### config.mk
export PLATFORM = sky130hd
export DESIGN_NAME = register_bank_mp
export DESIGN_NICKNAME = d
export VERILOG_FILES = /design/src/rtl/register_bank_mp.sv
export SDC_FILE = /design/constraint.sdc
export NUM_CORES = 2
export LEC_CHECK = 0
export ABC_AREA = 0
export CAP_MARGIN = 20
export CORE_MARGIN = 4
export CORE_UTILIZATION = 50
export CTS_BUF_LIST = sky130_fd_sc_hd__clkbuf_8
export CTS_CLUSTER_SIZE = 16
export DETAILED_ROUTE_END_ITERATION = 8
export PLACE_DENSITY = 0.68
export SKIP_CTS_REPAIR_TIMING = 1
export SYNTH_ARGS = -nofsm -noshare
export SYNTH_HDL_FRONTEND = slang
export SYNTH_SLANG_ARGS = --single-unit
### constraint.sdc
create_clock -name clk -period 4.9 [get_ports clk]
set_input_delay 0.735 -clock clk [delete_from_list [all_inputs] [get_ports clk]]
set_output_delay 0.735 -clock clk [all_outputs]
set_load 0.1 [all_outputs]
### src/rtl/register_bank_mp.sv
// register_bank_mp: multi-read, dual-write register bank with a per-register
// busy scoreboard. Write port 1 (load writeback) beats write port 0 (ALU
// writeback) on an address collision. Optional same-cycle write-to-read
// bypass and optional registered read outputs.

module register_bank_mp #(
    parameter int DATA_W   = 32,
    parameter int ADDR_W   = 5,
    parameter int NUM_RD   = 2,
    parameter int ZERO_REG = 1,
    parameter int BYPASS   = 1,
    parameter int READ_REG = 1
) (
    input  logic                     clk,
    input  logic                     reset,
    input  logic [NUM_RD*ADDR_W-1:0] rd_addr,
    output logic [NUM_RD*DATA_W-1:0] rd_data,
    output logic [NUM_RD-1:0]        rd_busy,
    input  logic                     wr0_en,
    input  logic [ADDR_W-1:0]        wr0_addr,
    input  logic [DATA_W-1:0]        wr0_data,
    input  logic                     wr1_en,
    input  logic [ADDR_W-1:0]        wr1_addr,
    input  logic [DATA_W-1:0]        wr1_data,
    input  logic                     busy_set_en,
    input  logic [ADDR_W-1:0]        busy_set_addr,
    output logic                     any_busy
);

    localparam int DEPTH = 2**ADDR_W;

    logic [DATA_W-1:0]        regs [DEPTH];
    logic [DEPTH-1:0]         busy;
    logic [DEPTH-1:0]         busy_set_vec;
    logic [DEPTH-1:0]         busy_clr_vec;
    logic [DEPTH-1:0]         busy_next;
    logic [NUM_RD*DATA_W-1:0] eff_data;
    logic [NUM_RD-1:0]        eff_busy;
    logic                     wr0_ok;
    logic                     wr1_ok;
    logic                     set_ok;

    // Writes and issues to the hard-wired zero register are dropped here so
    // that storage, bypass and scoreboard all see the same filtered request.
    assign wr0_ok = wr0_en && !((ZERO_REG != 0) && (wr0_addr == '0));
    assign wr1_ok = wr1_en && !((ZERO_REG != 0) && (wr1_addr == '0));
    assign set_ok = busy_set_en && !((ZERO_REG != 0) && (busy_set_addr == '0));

    // Decode this cycle's scoreboard set/clear; set wins over clear because
    // it represents a newly issued producer.
    always_comb begin
        busy_set_vec = '0;
        busy_clr_vec = '0;
        if (set_ok) busy_set_vec[busy_set_addr] = 1'b1;
        if (wr0_ok) busy_clr_vec[wr0_addr] = 1'b1;
        if (wr1_ok) busy_clr_vec[wr1_addr] = 1'b1;
        busy_next = (busy & ~busy_clr_vec) | busy_set_vec;
    end

    // Register array; wr1 is assigned last so it wins on a shared address.
    always_ff @(posedge clk) begin
        if (reset) begin
            for (int i = 0; i < DEPTH; i++) regs[i] <= '0;
        end else begin
            if (wr0_ok) regs[wr0_addr] <= wr0_data;
            if (wr1_ok) regs[wr1_addr] <= wr1_data;
        end
    end

    // Busy scoreboard state.
    always_ff @(posedge clk) begin
        if (reset) busy <= '0;
        else       busy <= busy_next;
    end

    assign any_busy = |busy;

    for (genvar p = 0; p < NUM_RD; p++) begin : g_port
        logic [ADDR_W-1:0] ra;
        logic [DATA_W-1:0] rv;

        assign ra = rd_addr[p*ADDR_W +: ADDR_W];

        // Effective read value: bypass from wr1 over wr0 over array, with the
        // zero register forced to 0 last so bypass cannot leak into it.
        always_comb begin
            rv = regs[ra];
            if (BYPASS != 0) begin
                if (wr0_ok && (wr0_addr == ra)) rv = wr0_data;
                if (wr1_ok && (wr1_addr == ra)) rv = wr1_data;
            end
            if ((ZERO_REG != 0) && (ra == '0)) rv = '0;
        end

        assign eff_data[p*DATA_W +: DATA_W] = rv;
        assign eff_busy[p] = (BYPASS != 0) ? busy_next[ra] : busy[ra];
    end

    if (READ_REG != 0) begin : g_rd_reg
        // Registered read outputs: address in cycle N, data in cycle N+1.
        always_ff @(posedge clk) begin
            if (reset) begin
                rd_data <= '0;
                rd_busy <= '0;
            end else begin
                rd_data <= eff_data;
                rd_busy <= eff_busy;
            end
        end
    end else begin : g_rd_comb
        assign rd_data = eff_data;
        assign rd_busy = eff_busy;
    end

endmodule
==> results.json <==
{
  "power.leakage_nw": 25.70,
  "std_cell_rows": 130,
  "yosysWarnings": 0,
  "overflow": 0,
  "cts_tree": "built",
  "clkSlewWorstSetupHoldPaths_ps": 70,
  "wl_mm": 265.3,
  "numCtsBuffers": 193,
  "cts_buffer_depth": 3,
  "drcViolationCount": 0,
  "fin_tns_setup_ps": 0,
  "path_cells": "nor4_1 > nand4_1 > or2_2 > clkdlybuf4s50_1",
  "max_cap_viol_count": 0,
  "switchingPower_w": 0.007082,
  "start_util_pct": 50.45,
  "holdCritPathClass": "in -> reg",
  "reg2reg_to": "rd_data[31]",
  "finalHoldViolations": 0,
  "skew_ps": 44.89,
  "syn_to_final_growth_pct": 12.63,
  "slew_violations": 0,
  "cp.required_ps": 4160,
  "place_area_um2": 67880,
  "ys_async_sr_fraction_pct": 0,
  "layout.nets": 5021,
  "fin_crit_ps": 4333,
  "rsz0062_at_grt": "false",
  "nFillCells": 10130,
  "critical_path_buf_inv_count": 1,
  "synth.avg_cell_area_um2": 12.83,
  "min_path_cells": 2,
  "slowest_stage": "clkdlybuf4s50_1",
  "arrival_ps": 3600,
  "synth_cells": 4958,
  "route.vias.total": 52960,
  "clk_latency_ps": 950,
  "syn_area_um2": 63600,
  "yosysSeqAreaShare_pct": 51.44,
  "share_seq_of_total_power_pct": 48.3,
  "ir_worst_vdd_mv": 0.3347,
  "ys_seq_elements": 1122,
  "coreArea_um2": 126100,
  "grt_pass1_wl_mm": 367.4,
  "slew_headroom_pct": 25.02,
  "power_density_nw_per_um2": 329.4,
  "die-area_um2": 133000,
  "synth-edff-count": 1024,
  "multi_input_area_um2": 28570,
  "preCtsSetupSlack_ps": 857.9,
  "final_layout_size_suffix_gt1_share_pct": 18.44,
  "grt_max_degree": 118,
  "path_class": "reg -> out",
  "fp.dieW_um": 364.6,
  "period_share_pct": 88.42,
  "fmax_ghz": 0.2308,
  "critPathMaxStageDelay_ps": 980,
  "via_per_inst": 7.845,
  "root_buffer": "clkbuf_8",
  "p_comb_share_pct": 16.4,
  "cp_top_family": "simple AND/OR/NAND/NOR gates",
  "clock-sinks": 1122,
  "crit_cells": 4,
  "clockPowerShare_pct": 35.3,
  "regArea_um2": 32710,
  "grt_pass1_vias": 50970,
  "io_pins": 161,
  "grtUsageTotal_pct": 38.83,
  "fin_ws_ps": 567.4,
  "cp_max_fo": 2,
  "intPower_w": 0.01651,
  "timing.rr.start": "regs[25][31]",
  "dr.pass1.iters": 8,
  "first_iter_violations": 9340,
  "dp_hpwl_mm": 155.3,
  "io_buffers": 160,
  "status": "completed",
  "drtAntennaViolNets": 0,
  "cp-end-kind": "primary output",
  "routedWlPerCell_um": 39.30,
  "ys_types": 72,
  "tightest_slew_ps": 1125,
  "final_area_um2": 71630,
  "gp_congestion": 0.9744,
  "final-setup-viol-count": 0,
  "p_sw_share_pct": 30.01,
  "antenna_found_initial": 10,
  "start_kind": "flop",
  "min_to": "busy[25]",
  "synthFlopType": "edfxtp_1",
  "worstHoldStart": "reset",
  "dieHeight_um": 364.6,
  "r2r_cells": 6,
  "rrSetupSlack_ps": 2910,
  "h-tree-depth": 4
}
## flip-flops by register name, indices dropped and copies added (netlist names)
signal,count
rd_data,64
regs,1024
busy,32
rd_busy,2
## Yosys cell counts (3+ instances only)
cell type / number / area share [%]
a211oi_1: 3 / 0.035
a21o_1: 32 / 0.38
a21oi_1: 198 / 1.6
a22o_1: 992 / 14
a31oi_1: 5 / 0.049
a32o_1: 8 / 0.13
a32oi_1: 18 / 0.25
and4b_1: 5 / 0.079
and4bb_2: 3 / 0.059
buf_1: 61 / 0.36
buf_2: 146 / 1.1
buf_4: 5 / 0.059
buf_6: 3 / 0.053
clkbuf_1: 498 / 2.9
dfxtp_1: 98 / 3.1
edfxtp_1: 1024 / 48
inv_1: 8 / 0.047
mux2i_1: 516 / 8.1
mux4_2: 260 / 9.2
nand2_1: 131 / 0.77
nand2b_1: 6 / 0.059
nand3_1: 13 / 0.10
nand3b_1: 8 / 0.094
nand4_1: 3 / 0.030
nor2_1: 149 / 0.88
nor2b_1: 17 / 0.17
nor3_1: 163 / 1.3
nor3b_1: 6 / 0.071
nor4_1: 16 / 0.16
nor4bb_1: 3 / 0.047
o211ai_1: 3 / 0.035
o21ai_0: 60 / 0.47
o21ai_1: 38 / 0.30
o221ai_1: 259 / 3.6
o22ai_1: 130 / 1.3
or2_1: 4 / 0.039
or2_2: 4 / 0.039
xnor2_1: 10 / 0.14
xor2_1: 10 / 0.14
## stage by stage
| step | cells | total power (W) | util [%] | hold slack (ps) |
|---|---|---|---|---|
| after floorplan | 4989 | 0.01389 | - | 470.2 |
| after global placement | 6368 | 0.01519 | 53.69 | 521.4 |
| after detailed placement | 6379 | 0.01529 | 53.85 | 522.7 |
| after CTS | 6739 | 0.02342 | 56.76 | 294.2 |
| after global routing | 6745 | 0.02416 | 56.81 | 370.5 |
| final | 6751 | 0.02360 | 56.82 | 364.8 |
## worst max path at each step
stage / from / endpoint / slack [ps]
floorplan: wr1_addr[2] / regs[11][0] / 2000
global placement: wr0_addr[3] / rd_data[13] / 850
detailed placement: wr0_addr[3] / rd_data[11] / 860
CTS: busy[14] / any_busy / 730
global route: busy[14] / any_busy / 640
finish: busy[14] / any_busy / 570
## logic make-up (layout without fill, tap and decap cells)
logic type	count (synthesis)	count (layout)	share of synthesized area, %
compound gates	1761	1761	21.99
xor+xnor	20	20	0.2754
buf+inv	723	826	4.619
flops	1122	1122	51.44
mux	778	778	17.36
other cells	1	41	0.005896
simple gates	553	553	4.314
## layout by cell type (no fill, tap or decap), types with 18 or more instances in the layout
cell type	count
edfxtp_1	1024
a22o_1	992
mux2i_1	516
mux4_2	260
o221ai_1	259
buf_4	240
clkbuf_8	214
a21oi_1	198
clkdlybuf4s50_1	148
nor3_1	132
o22ai_1	130
nor2_1	122
nand2_1	102
dfxtp_1	98
inv_1	94
o21ai_0	60
buf_12	47
o21ai_1	38
a21o_1	32
conb_1	32
nor3_2	31
nor2_4	27
nand2_2	27
clkinv_1	26
clkinv_2	20
a32oi_1	18
## power by group through the flow
stage	logic, W	clock network [W]	registers [W]
floorplan	0.00202	0	0.0119
global placement	0.00368	0	0.0115
detailed placement	0.00373	0	0.0116
CTS	0.00374	0.00831	0.0114
global route	0.00396	0.00877	0.0114
finish	0.00387	0.00833	0.0114
## worst register-to-register path, stage by stage (launching register included)
cell	delay, ps
edfxtp_1	380
mux2i_1	180
o221ai_1	290
a21oi_1	240
nor3_1	70
nor3_1	540
o21ai_1	150
## final cells by class
| class | instances | area share [%] |
|---|---|---|
| Antenna cell | 9 | 0.03144 |
| Clock inverter | 147 | 1.036 |
| Inverter | 10 | 0.05590 |
| Timing Repair Buffer | 456 | 6.353 |
| Tap cell | 1650 | 2.882 |
| Clock buffer | 213 | 4.093 |
| Multi-Input combinational cell | 3144 | 39.88 |
| Sequential cell | 1122 | 45.67 |
## layer usage
metal	part of all wire, %	global-route usage (%)	vias up	wire [µm]
li1	-	-	20460	-
met1	34	49.32	26060	90510
met2	42	55.33	5265	111800
met3	16	15.28	1164	43490
met4	7.4	25.00	4	19530
met5	0.0079	0.1452	-	21
No activity file was read; power rests on OpenSTA's default activity.
